==> config.mk <==
export PLATFORM = sky130hd
export DESIGN_NAME = peripheral_bin2bcd_flat
export DESIGN_NICKNAME = d
export VERILOG_FILES = /design/src/rtl/bin2bcd_pkg.sv /design/src/rtl/peripheral_bin2bcd_if.sv /design/src/rtl/bcd_add3.sv /design/src/rtl/peripheral_bin2bcd.sv /design/src/flat_wrapper.sv
export SDC_FILE = /design/constraint.sdc
export NUM_CORES = 1
export LEC_CHECK = 0
export CAP_MARGIN = 25
export CORE_MARGIN = 2
export CORE_UTILIZATION = 60
export DETAILED_ROUTE_END_ITERATION = 10
export PLACE_DENSITY = 0.92
export SETUP_SLACK_MARGIN = 0.5
export SLEW_MARGIN = 10
export SYNTH_ARGS = -nofsm -noshare
export SYNTH_HDL_FRONTEND = slang
export SYNTH_HIERARCHICAL = 1
export SYNTH_SLANG_ARGS = --single-unit
==> constraint.sdc <==
create_clock -name clk -period 3.35 [get_ports clk]
set_clock_uncertainty 0.2 [all_clocks]
set_input_delay 0.67 -clock clk [delete_from_list [all_inputs] [get_ports clk]]
set_output_delay 0.67 -clock clk [all_outputs]
set_load 0.1 [all_outputs]
==> src/rtl/bin2bcd_pkg.sv <==
// Shared constants, register map and FSM encoding for the bin2bcd peripheral.
// Optional feature macro: PERIPHERAL_BIN2BCD_SIGNED_EN (two's complement DATA).
package bin2bcd_pkg;

   localparam int NUM_BITS   = 16;
   localparam int NUM_DIGITS = 5;
   localparam int BCD_W      = NUM_DIGITS * 4;
   localparam int CNT_W      = $clog2(NUM_BITS);
   localparam int ADDR_W     = 5;
   localparam int DOUT_W     = 32;

   localparam logic [ADDR_W-1:0] ADDR_DATA   = 5'h04;
   localparam logic [ADDR_W-1:0] ADDR_CTRL   = 5'h08;
   localparam logic [ADDR_W-1:0] ADDR_RESULT = 5'h10;
   localparam logic [ADDR_W-1:0] ADDR_STATUS = 5'h14;

   localparam logic [NUM_BITS-1:0] ONE = 1;

   typedef enum logic [1:0] {
      S_IDLE,
      S_SHIFT,
      S_DONE
   } state_t;

   // Two's complement magnitude; 0x8000 maps to 32768 unsigned.
   function automatic logic [NUM_BITS-1:0] mag(
      input logic [NUM_BITS-1:0] v
   );
      return v[NUM_BITS-1] ? (~v + ONE) : v;
   endfunction

endpackage

==> src/rtl/peripheral_bin2bcd_if.sv <==
// CPU bus bundle shared by the stopwatch peripherals.
// Master drives cs/rd/wr/addr/d_in; slave returns d_out.
interface peripheral_bin2bcd_if;
   import bin2bcd_pkg::*;

   logic [NUM_BITS-1:0] d_in;
   logic                cs;
   logic [ADDR_W-1:0]   addr;
   logic                rd;
   logic                wr;
   logic [DOUT_W-1:0]   d_out;

   modport master (
      output d_in, cs, addr, rd, wr,
      input  d_out
   );

   modport slave (
      input  d_in, cs, addr, rd, wr,
      output d_out
   );

endinterface

==> src/rtl/bcd_add3.sv <==
// Double-dabble digit corrector: digits of 5 or more get +3 (4-bit wrap).
// A valid BCD input always yields a result that shifts into a valid digit.
module bcd_add3 (
   input  logic [3:0] i_digit,
   output logic [3:0] o_digit
);

   assign o_digit = (i_digit >= 4'd5) ? (i_digit + 4'd3) : i_digit;

endmodule

==> src/rtl/peripheral_bin2bcd.sv <==
// Memory-mapped 16-bit binary to 5-digit BCD converter (shift-add-3).
// Optional feature macro: PERIPHERAL_BIN2BCD_SIGNED_EN.
module peripheral_bin2bcd
   import bin2bcd_pkg::*;
(
   input  logic                clk,
   input  logic                reset,
   peripheral_bin2bcd_if.slave bus
);

   logic [NUM_BITS-1:0] r_data;
   logic [NUM_BITS-1:0] r_bin;
   logic [BCD_W-1:0]    r_bcd;
   logic [BCD_W-1:0]    r_result;
   logic                r_sign;
   logic                r_res_sign;
   logic                r_done;
   logic                r_busy;
   logic [CNT_W-1:0]    r_cnt;
   state_t              r_state;
   logic [DOUT_W-1:0]   r_dout;

   logic                w_wr;
   logic                w_rd;
   logic                w_start;
   logic [BCD_W-1:0]    w_corr;
   logic [BCD_W-1:0]    w_next_bcd;
   logic [NUM_BITS-1:0] w_load_bin;
   logic                w_load_sign;
   logic [DOUT_W-1:0]   w_rdata;

   assign w_wr    = bus.cs & bus.wr;
   assign w_rd    = bus.cs & bus.rd;
   assign w_start = w_wr & (bus.addr == ADDR_CTRL) & bus.d_in[0];

`ifdef PERIPHERAL_BIN2BCD_SIGNED_EN
   assign w_load_sign = r_data[NUM_BITS-1];
   assign w_load_bin  = mag(r_data);
`else
   assign w_load_sign = 1'b0;
   assign w_load_bin  = r_data;
`endif

   for (genvar g = 0; g < NUM_DIGITS; g++) begin : g_dig
      bcd_add3 u_add3 (
         .i_digit (r_bcd[g*4 +: 4]),
         .o_digit (w_corr[g*4 +: 4])
      );
   end

   // Corrected digits shift left, pulling in the next binary MSB.
   assign w_next_bcd = {w_corr[BCD_W-2:0], r_bin[NUM_BITS-1]};

   always_ff @(posedge clk or negedge reset) begin
      if (!reset) begin
         r_data <= '0;
      end else if (w_wr && (bus.addr == ADDR_DATA)) begin
         r_data <= bus.d_in;
      end
   end

   always_ff @(posedge clk or negedge reset) begin
      if (!reset) begin
         r_state    <= S_IDLE;
         r_bin      <= '0;
         r_bcd      <= '0;
         r_cnt      <= '0;
         r_sign     <= 1'b0;
         r_result   <= '0;
         r_res_sign <= 1'b0;
         r_done     <= 1'b0;
         r_busy     <= 1'b0;
      end else begin
         unique case (r_state)
            S_IDLE, S_DONE: begin
               if (w_start) begin
                  r_bin   <= w_load_bin;
                  r_sign  <= w_load_sign;
                  r_bcd   <= '0;
                  r_cnt   <= '0;
                  r_done  <= 1'b0;
                  r_busy  <= 1'b1;
                  r_state <= S_SHIFT;
               end
            end
            S_SHIFT: begin
               r_bcd <= w_next_bcd;
               r_bin <= {r_bin[NUM_BITS-2:0], 1'b0};
               r_cnt <= r_cnt + CNT_W'(1);
               if (r_cnt == CNT_W'(NUM_BITS - 1)) begin
                  r_result   <= w_next_bcd;
                  r_res_sign <= r_sign;
                  r_done     <= 1'b1;
                  r_busy     <= 1'b0;
                  r_state    <= S_DONE;
               end
            end
            default: r_state <= S_IDLE;
         endcase
      end
   end

   always_comb begin
      w_rdata = '0;
      unique case (1'b1)
         (bus.addr == ADDR_RESULT):
            w_rdata = {11'b0, r_res_sign, r_result};
         (bus.addr == ADDR_STATUS):
            w_rdata = {30'b0, r_busy, r_done};
         default: ;
      endcase
   end

   // Sampled before any same-cycle write lands.
   always_ff @(posedge clk or negedge reset) begin
      if (!reset) begin
         r_dout <= '0;
      end else if (w_rd) begin
         r_dout <= w_rdata;
      end
   end

   assign bus.d_out = r_dout;

endmodule

==> src/flat_wrapper.sv <==
// flat-port wrapper written by rule: the top's interface ports become plain ports
module peripheral_bin2bcd_flat import bin2bcd_pkg::*;
  (clk, reset, bus_d_in, bus_cs, bus_addr, bus_rd, bus_wr, bus_d_out);
  peripheral_bin2bcd_if bus_i ();
  input  logic clk;
  input  logic reset;
  input wire logic [$bits(bus_i.d_in)-1:0] bus_d_in;
  input wire logic [$bits(bus_i.cs)-1:0] bus_cs;
  input wire logic [$bits(bus_i.addr)-1:0] bus_addr;
  input wire logic [$bits(bus_i.rd)-1:0] bus_rd;
  input wire logic [$bits(bus_i.wr)-1:0] bus_wr;
  output wire logic [$bits(bus_i.d_out)-1:0] bus_d_out;
  assign bus_i.d_in = bus_d_in;
  assign bus_i.cs = bus_cs;
  assign bus_i.addr = bus_addr;
  assign bus_i.rd = bus_rd;
  assign bus_i.wr = bus_wr;
  assign bus_d_out = bus_i.d_out;
  peripheral_bin2bcd u_core (.clk(clk), .reset(reset), .bus(bus_i));
endmodule
==> results of run 1 <==
## worst max-delay path, stage by stage
cell and delay [ns]:
sky130_fd_sc_hd__clkdlybuf4s50_1 0.43, sky130_fd_sc_hd__or4b_4 0.59, sky130_fd_sc_hd__nor2_4 0.49, sky130_fd_sc_hd__mux2_2 0.41
## state kept, by name, indices dropped and copies added (netlist names)
signal            count
u_core/bus.d_out     20
u_core/r_bcd         20
u_core/r_result      20
u_core/r_bin         16
u_core/r_data        16
u_core/r_cnt          4
u_core/r_state        2
u_core/r_busy         1
u_core/r_done         1
## layout by cell type (no fill, tap or decap), types with 7 or more instances in the layout
cell type / n
sky130_fd_sc_hd__inv_1: 13
sky130_fd_sc_hd__mux2_4: 10
sky130_fd_sc_hd__mux2_2: 25
sky130_fd_sc_hd__o221a_2: 15
sky130_fd_sc_hd__conb_1: 12
sky130_fd_sc_hd__mux2i_1: 26
sky130_fd_sc_hd__a31o_2: 14
sky130_fd_sc_hd__dfrtp_1: 100
sky130_fd_sc_hd__clkbuf_8: 9
sky130_fd_sc_hd__nand2_1: 33
sky130_fd_sc_hd__or2b_1: 7
sky130_fd_sc_hd__ha_1: 11
sky130_fd_sc_hd__o22ai_1: 10
sky130_fd_sc_hd__buf_4: 29
sky130_fd_sc_hd__a22o_1: 18
sky130_fd_sc_hd__nand2b_1: 18
sky130_fd_sc_hd__clkdlybuf4s50_1: 24
sky130_fd_sc_hd__nor2_1: 18
## through the flow
stage,hold WS (ns),utilization,cell area [um2]
4_1_cts,0.147,0.704,5470
3_3_place_gp,0.264,0.681,5290
6_report,0.132,0.704,5470
2_1_floorplan,0.174,-,4880
5_1_grt,0.176,0.704,5470
3_5_place_dp,0.275,0.681,5290
## area by class of cell
class	count	area share
tap	102	0.0233
clock buffer	9	0.0226
multi-input combinational	267	0.389
timing repair buffer	54	0.0874
sequential	100	0.457
inverter	14	0.00960
clock inverter	7	0.0107
## per-layer routing
layer / up-vias / global-route usage / wire length (um)
met4: 0 / 0.0906 / 189
met5: - / 0 / 0
met2: 76 / 0.393 / 4850
met1: 1645 / 0.274 / 3880
met3: 17 / 0.0506 / 450
li1: 1506 / - / -
## worst paths after layout
check	startpoint	endpoint	cells after the start
setup / recovery	bus_addr[1]	u_core/r_data[15]	4
max in group asynchronous	reset	u_core/r_result[18]	2
min in group clk	u_core/r_result[5]	u_core/bus.d_out[5]	1
hold / removal	reset	u_core/r_bcd[2]	1
setup reg to reg	u_core/r_state[0]	u_core/r_result[16]	5
hold reg to reg	u_core/r_result[5]	u_core/bus.d_out[5]	1
## report_power, final
group	internal (uW)	leakage (uW)	switching (uW)
sequential	1280	0.00134	58.8
clock	282	0.0000921	431
combinational	172	0.00121	221
total	1740	0.00265	711
==> results, run 1 <==
- The run finished with clean final reports.
- The least setup slack across all paths after layout is between 0.8 and 0.9 ns.
- The die covers roughly 0.0088 mm2.
- The sort of element at the start of the critical path is an input pin.
- Post-CTS repair changed the size of 0 cells.
- The first detailed-routing pass took 4 iterations.
- Once detailed placement completed, the half-perimeter wirelength came to between 6 and 7 mm.
- The nature of the critical path endpoint is a register.
- Overall power consumption after layout is estimated at ~2400 uW.
- The global-route wire length before repair is roughly 16 mm.
- After technology mapping, the gate count stands at about 400.
- The worst vdd rail ir drop is ~290 uV.
- In this run the post-CTS setup repair buffer count came out at 0.
- For this design the top-level I/O count stands at between 50 and 60.
- The TritonCTS clock tree is built.
- The count of standard-cell rows is 32.
- The worst setup slack before clock tree synthesis is roughly 0.41 ns.
- The via count of the first global-routing pass is between 3000 and 4000.
- The deepest clock path buffer count is 2.
- The multi-input logic area is ~0.0021 mm2.
- The critical path data arrival time is between 2 and 3 ns.
- The overall fraction of global-route tracks in use is 0.227.
- The headroom to the max-slew limit is 0.419.
- The filler cells instantiated in the layout total between 500 and 600.
- For this block, the routed nets add up to 9.37 mm of wire.
- Relative to the synthesized area, the layout overhead comes to 13.1%.
- The critical setup path kind is input pin to register.
- In this run the power density over the cells is between 400 and 500 mW/mm2.
- The congestion estimate from routability-driven global placement came to between 0.8 and 0.9.
- The synthesized area is 0.00484 mm2.
- The later pin in the worst-skew pair is clocked with a latency of between 0.3 and 0.4 ns.
- Dividing the detail-routed wire length by the instance count gives about 17 um.
- The leakage dissipation is approximately 0.0026 uW.
- The final cell count without fillers is approximately 550.
- The number of hold buffers added after CTS was 0.
- Across the run, the number of max-cap violations was 0.
- The height of the die is ~94 um.
- Registers take around 0.0025 mm2.
- The ratio of cells with drive above 1 in the final layout is 0.268.
- The via-per-instance ratio is just under 6.
- The average footprint of a synthesized cell is about 12 um2.
- The total number of nets in the final design is roughly 480.
- In this run the remaining antenna-violating nets after routing total 0.
- Of the available clock period, the critical path in the final layout requires 0.758.
- The antenna diode count is 0.
- The placed instance count is 537.
- The post-detailed-route DRC marker count is 0.
- The largest fanout of any net on the critical path is 16.
- The vias after detailed routing is 3244.
- The clock drives 100 sinks.
- The initial antenna violation count is 0.
- The worst setup slack for register-to-register paths is between 1 and 1.5 ns.
- The hold violation count in the final report was 0.
- Measured along the x axis, the die boundary spans between 90 and 100 um.
- The number of levels the H-tree was split into is 3.
- Entering global routing, the biggest net connects 55 pins.
- Setup repair after global routing left no endpoint under its margin.
- The area of the placeable core is roughly 0.0078 mm2.
- The total clock buffers created by CTS is 9.
- The starting utilization of the core area is 0.623.
- The register clock-pin slew on the reported worst setup and hold paths is 0.09 ns.
- The fmax is ~390 MHz.
- The tightest min-delay check is of the input pin to async pin type.
- The number of DRC markers after the initial detailed-route iteration is around 230.
- The slew at the pin closest to its max-slew limit is between 0.8 and 0.9 ns.
- In the final timing run, aggregate negative setup slack is 0 ns.
- The data required time at the worst endpoint is 3.40 ns.
- The count of buffers added on input and output ports is 45.
- The number of warning messages in the yosys log is 6.
- Setup violations remaining at the end of the flow were counted as 0.
- The overall overflow remaining after global route is 0.
- The clock period minus final worst setup slack is about 2.5 ns.
- The library cell used as clock root buffer is sky130_fd_sc_hd__clkbuf_8.
- The final-report max-slew violation count is 0.
No activity file was read; power rests on OpenSTA's default activity.
==> run 2: changes to the inputs <==
Settings changed: CORE_UTILIZATION 60 to 50, PLACE_DENSITY 0.92 to 0.83.
Clock period 3.35 ns to 2.12 ns, I/O delays scaled along.
==> results, run 2 (same netlist as run 1, synthesis figures left out) <==
- The run finished with clean final reports.
- The width of the die is 102 um (+9.1%).
- The detailed-route wire length was 15.6 mm (+67%).
- The root buffer cell chosen for the clock tree is sky130_fd_sc_hd__clkbuf_8.
- The fraction of power consumed by combinational cells came to 0.210 (+0.050).
- The clock period minus final worst setup slack is roughly 2.0 ns.
- The via count of the first global-routing pass came to 4031 (+24%).
- The count of pins on the block boundary is 58 (unchanged).
- In the finished design, the share of the clock period the worst path needs comes to 0.922.
- The overall overflow remaining after global route was 0 (unchanged).
- The sort of element at the start of the critical path is a register.
- The overall power consumption was 4380 uW (+79%).
- The total of fill cells in the finished design was 483 (-10%).
- The number of detailed-routing iterations run before antenna repair is 5 (+1).
- TritonCTS built the clock tree.
- The path class of the tightest hold or removal check is input pin to register.
- The register clock-pin slew on the reported worst setup and hold paths is 0.11 ns (+0.02 ns).
- The number of endpoints failing setup at the final stage is 0 (unchanged).
- The overall fraction of global-route tracks in use is 0.272 (+0.0452).
- The critical path data arrival time is 2.04 ns (-0.55 ns).
- The library cell used most frequently in the layout, excluding fill and tap cells, is sky130_fd_sc_hd__dfrtp_1.
- The highest cell delay on the worst timing path came to 0.44 ns (-0.15 ns).
- The final weighted congestion in routability-driven placement is 0.814 (-2.2%).
- The total number of nets in the final design came to 571 (+18%).
- The leakage dissipation is 0.00332 uW (+25%).
- The vias after detailed routing is 4097 (+26%).
- The number of max-capacitance violations reported is 0 (unchanged).
- The critical setup path kind is register to register.
- The number of DRC markers after the initial detailed-route iteration is 344 (+53%).
- The number of port buffers came to 45 (unchanged).
- Setup repair after global routing could not meet its margin everywhere.
- The antenna diode count is 0 (unchanged).
- The via-per-instance ratio is 6.13 (+4.6%).
- The cell type of the slowest stage on the worst timing path is sky130_fd_sc_hd__dfrtp_1.
- The maximum number of pins on one net before global-route repair was 48 (-13%).
- The clock insertion delay at the later pin of the skew report is 0.39 ns (+0.02 ns).
- The wire length per cell is 23.4 um (+38%).
- The data required time at the worst endpoint came to 2.20 ns (-1.20 ns).
- The ratio of cells with drive above 1 in the final layout was 0.514 (+0.246).
- The deepest clock path buffer count came to 2 (unchanged).
- The fmax is between 500 and 600 MHz.
- STA classifies the critical path endpoint as a register.
- The switching power as a share of total power was 0.307 (+0.0170).
- The initial antenna violation count came to 0 (unchanged).
- The starting utilization of the core area is 0.519 (-0.104).
- The count of standard-cell rows was 35 (+9.4%).
- The utilization after layout was 0.765 (+0.0607).
- The largest fanout of any net on the critical path is 7 (-9).
- The height of the die is 102 um (+9.1%).
- The post-detailed-route DRC marker count is 0 (unchanged).
- The top cell types in the final layout, fill and taps aside, are sky130_fd_sc_hd__dfrtp_1, sky130_fd_sc_hd__buf_4, sky130_fd_sc_hd__mux2_4, sky130_fd_sc_hd__nand2_1, sky130_fd_sc_hd__buf_12.
- The global-route wire length before repair is 21.3 mm (+37%).
- The share of power burned in the clock network was 0.298 (+0.007).
- The floorplan die area came to 0.0105 mm2 (+19%).
- The hold violation count in the final report is 0 (unchanged).
- The final antenna-violating net count is 0 (unchanged).
- The worst vdd rail ir drop is 414 uV (+41%).
- The switching power summed over all nets is 1350 uW (+89%).
- The total clock buffers created by CTS was 9 (unchanged).
- The CTS sink count is 100 (unchanged).
- The power density of the placed cells came to 613 mW/mm2 (+37%).
- The number of levels the H-tree was split into was 3 (unchanged).
- The area of the placeable core is 0.00933 mm2 (+20%).
- The total internal power is 3030 uW (+75%).
- The post-DP HPWL is 7.03 mm (+11%).
- The share of power burned in registers is 0.492 (-0.056).
- Walking the worst path, the cells encountered are ha_4 > nand3_4 > nor3_4 > buf_6 > buf_12 > mux2_2.
- From synthesis to final layout, the design area changed by 47.5%.
- The final-report max-slew violation count is 0 (unchanged).
run 2: cell count changes in the layout (fill, tap and decap cells not counted), sizes merged, moves of 2 or more:
cell           previous run  this run
clkinv                    4         2
buf                      30       118
clkbuf                    9        12
clkdlybuf4s50            24        16
run 2: path summary, 6_finish.rpt:
check                                         start  cells past startpoint                   end  slack (ns)
worst max-delay path                u_core/r_cnt[0]                      6   u_core/r_result[19]        0.16
worst min-delay path                    bus_d_in[0]                      3      u_core/r_data[0]        0.25
worst max register to register      u_core/r_cnt[0]                      6   u_core/r_result[19]        0.16
worst min register to register  u_core/r_result[14]                      1  u_core/bus.d_out[14]        0.31
max in group asynchronous                     reset                      3     u_core/r_state[0]        0.81
min in group asynchronous                     reset                      2     u_core/r_data[14]        0.33
run 2: worst max-delay path: cells and delay by family (launching register included):
family / cells / cell delay (ns)
buf+inv: 2 / 0.28
simple gates: 2 / 0.39
fa+ha+maj: 1 / 0.17
mux: 1 / 0.36
flops: 1 / 0.44
run 2: layer usage:
| metal | share of wire | wire length (um) | GRT usage |
|---|---|---|---|
| met5 | 0 | 0 | 0 |
| met4 | 0.057 | 892 | 0.152 |
| met3 | 0.060 | 934 | 0.0636 |
| met2 | 0.51 | 7990 | 0.465 |
| met1 | 0.37 | 5810 | 0.315 |
run 2: metrics by stage:
stage | std cells | hold WS (ns) | setup slack, ns | cell area (um2) | TNS (ns)
6_report | 668 | 0.248 | 0.165 | 7140 | 0
3_3_place_gp | 577 | 0.198 | -0.230 | 5900 | -8.34
2_1_floorplan | 413 | -0.0716 | 0.167 | 5080 | 0
5_1_grt | 668 | 0.252 | 0.161 | 7140 | 0
3_5_place_dp | 577 | 0.201 | -0.279 | 5900 | -10.74
4_1_cts | 636 | 0.288 | 0.272 | 6680 | 0
run 2: layout make-up:
type                       count  area (um2)  share of cell area
tap                          129         161              0.0226
clock inverter                 7        80.1              0.0112
sequential                   100        2510               0.352
inverter                      14        57.6             0.00806
multi-input combinational    268        2650               0.371
clock buffer                   9         124              0.0174
timing repair buffer         141        1550               0.218
run 2: power groups by stage:
| stage | Clock [uW] | Combinational, uW | Sequential (uW) |
|---|---|---|---|
| 2_1_floorplan | 0 | 483 | 2140 |
| 4_1_cts | 1290 | 784 | 2130 |
| 6_report | 1300 | 918 | 2150 |
| 3_3_place_gp | 0 | 632 | 2160 |
| 5_1_grt | 1390 | 958 | 2160 |
| 3_5_place_dp | 0 | 656 | 2160 |
run 2: repair_timing:
| action | in CTS | in global routing |
|---|---|---|
| gates cloned | 3 | 2 |
| endpoints found under the setup margin | 117 | 103 |
| pin swaps | 19 | 22 |
| buffers inserted | 39 | 30 |
| hold buffers | 1 | 0 |
| endpoints found under the hold margin | 30 | 0 |
| gates resized for setup | 80 | 54 |
==> run 3: changes to the inputs <==
Settings changed: CORE_UTILIZATION 50 to 56, PLACE_DENSITY 0.83 to 0.87.
Clock period 2.12 ns to 2.1 ns, I/O delays scaled along.
==> results, run 3 (same netlist as run 1, synthesis figures left out) <==
- The width of the die came to 97.0 um (-5.3%).
- The number of levels the H-tree was split into is 3 (unchanged).
- The via count of the first global-routing pass came to 4173 (+3.5%).
- The leakage dissipation is 0.00338 uW (+1.8%).
- The hold slack came to 0.269 ns (+0.0207 ns).
- The final antenna-violating net count was 0 (unchanged).
- The library cell used most frequently in the layout, excluding fill and tap cells, is sky130_fd_sc_hd__dfrtp_1.
- The post-DP HPWL is 6.94 mm (-1.3%).
- The layout-stage area growth over the synthesis result is 52.1%.
- The number of cell instances on the worst register-to-register path is 7 (+1).
- Setup repair after global routing could not meet its margin everywhere.
- The worst vdd rail ir drop is 488 uV (+18%).
- The detailed-route wire length came to 17.3 mm (+10%).
- The post-detailed-route DRC marker count was 0 (unchanged).
- The utilization after layout is 0.887 (+0.122).
- The fmax came to 501 MHz (-2.1%).
- The area of the placeable core is 0.00830 mm2 (-11%).
- The share of power burned in the clock network is 0.276 (-0.022).
- The wire length per cell came to 26.9 um (+15%).
- The maximum number of pins on one net before global-route repair is 48 (unchanged).
- The power density of the placed cells is 618 mW/mm2 (+0.71%).
- The share of power burned in registers is 0.484 (-0.008).
- The library cells used most frequently in the layout, excluding fill and tap cells, are sky130_fd_sc_hd__dfrtp_1, sky130_fd_sc_hd__buf_4, sky130_fd_sc_hd__mux2_4, sky130_fd_sc_hd__buf_12, sky130_fd_sc_hd__nand2_1.
- The switching power as a share of total power is 0.317 (+0.00939).
- The count of cell instances traversed by the critical path was 7 (+1).
- STA classifies the critical path endpoint as a register.
- The vias after detailed routing is 4209 (+2.7%).
- The overall overflow remaining after global route was 0 (unchanged).
- The number of port buffers is 45 (unchanged).
- The critical setup path kind is register to register.
- The cell type of the slowest stage on the worst timing path is sky130_fd_sc_hd__dfrtp_2.
- The total internal power is 3110 uW (+2.4%).
- The overall power consumption is 4550 uW (+3.8%).
- The count of pins on the block boundary is 58 (unchanged).
- The TritonCTS clock tree is built.
- The deepest clock path buffer count was 2 (unchanged).
- The number of detailed-routing iterations run before antenna repair was 5 (unchanged).
- The total clock buffers created by CTS is 9 (unchanged).
- The clock period minus final worst setup slack is 2.00 ns (+0.0425 ns).
- The switching power summed over all nets is 1440 uW (+7.0%).
- The data required time at the worst endpoint came to 2.18 ns (-0.02 ns).
- The final-report max-slew violation count came to 0 (unchanged).
- The floorplan die area is 0.00940 mm2 (-10%).
- The overall fraction of global-route tracks in use came to 0.308 (+0.0360).
- The clock insertion delay at the later pin of the skew report is 0.39 ns (about the same).
- The flow ran to the end, and the final reports show no timing, DRC or antenna violations.
- The count of standard-cell rows is 33 (-5.7%).
- The library cell used as clock root buffer is sky130_fd_sc_hd__clkbuf_8.
- The number of max-capacitance violations reported is 0 (unchanged).
- The largest fanout of any net on the critical path is 4 (-3).
- The fraction of power consumed by combinational cells is 0.240 (+0.030).
- Walking the worst path, the cells encountered are ha_4 > nand2b_4 > a21oi_4 > xnor2_2 > mux2i_1 > nor2_1 > a31o_2.
- The via-per-instance ratio came to 6.57 (+7.1%).
- The total number of nets in the final design came to 568 (-0.53%).
- The sort of element at the start of the critical path is a register.
- The path class of the tightest hold or removal check is input pin to async pin.
- The highest cell delay on the worst timing path is 0.48 ns (+0.04 ns).
- The number of DRC markers after the initial detailed-route iteration is 453 (+32%).
- The final weighted congestion in routability-driven placement is 0.796 (-2.2%).
- The count of buffering cells on the critical path with inverters included is 0 (-2).
- The fraction of the cycle the final worst path needs is 0.951 (+0.0290).
- The ratio of cells with drive above 1 in the final layout is 0.522 (+0.00847).
- The antenna diode count was 0 (unchanged).
- The critical path's top delay family is flip-flops.
- The number of endpoints failing setup at the final stage is 0 (unchanged).
- The register clock-pin slew on the reported worst setup and hold paths is 0.11 ns (about the same).
- The CTS sink count is 100 (unchanged).
- The critical path data arrival time came to 2.08 ns (+0.04 ns).
- The starting utilization of the core area was 0.583 (+0.0643).
- The worst setup slack before clock tree synthesis came to -0.270 ns (+0.00841 ns).
- The global-route wire length before repair is 22.7 mm (+7.0%).
- The initial antenna violation count is 0 (unchanged).
- The height of the die is 97.0 um (-5.3%).
- The least setup slack across all paths after layout is 0.102 ns (-0.0625 ns).
- The hold violation count in the final report came to 0 (unchanged).
-- run 3: power by group through the flow --
stage          sequential, uW  clock (uW)  combinational (uW)
2_1_floorplan            2160           0                 490
3_3_place_gp             2180           0                 631
3_5_place_dp             2190           0                 660
4_1_cts                  2170        1220                 793
5_1_grt                  2210        1350                1120
6_report                 2200        1250                1090
-- run 3: timing repair --
| item | 4_1_cts | 5_1_grt |
|---|---|---|
| pin swaps | 29 | 33 |
| resized for setup | 105 | 52 |
| gates cloned | 4 | 2 |
| hold buffers | 1 | 0 |
| endpoints found under the setup margin | 112 | 98 |
| setup buffers | 37 | 28 |
| endpoints found under the hold margin | 19 | 0 |
-- run 3: metrics by stage --
stage / cells / setup TNS (ns) / cell area, um2
final: 641 / 0 / 7360
after global routing: 641 / 0 / 7360
after CTS: 611 / 0 / 6840
after detailed placement: 553 / -12.38 / 5900
after global placement: 553 / -8.60 / 5900
after floorplan: 413 / 0 / 5090
-- run 3: final timing paths --
path / slack [ns] / start / endpoint
max: 0.10 / u_core/r_bcd[8] / u_core/r_bcd[9]
min reg2reg: 0.30 / u_core/r_result[1] / u_core/bus.d_out[1]
max in group asynchronous: 0.82 / reset / u_core/bus.d_out[19]
min in group clk: 0.30 / u_core/r_result[1] / u_core/bus.d_out[1]
min: 0.27 / reset / u_core/bus.d_out[1]
max reg2reg: 0.10 / u_core/r_bcd[8] / u_core/r_bcd[9]
-- run 3: final cells by class --
cell class | instances | area (um2)
clock buffer | 10 | 138
clock inverter | 6 | 56.3
fill | 293 | 941
inverter | 14 | 60.1
multi-input combinational | 267 | 2800
sequential | 100 | 2510
tap | 105 | 131
timing repair buffer | 139 | 1660
-- run 3: layer usage --
layer	part of all wire	GRT usage	vias up
li1	-	-	1694
met1	0.37	0.400	2147
met2	0.51	0.513	286
met3	0.074	0.0614	82
met4	0.045	0.115	0
met5	0	0	-
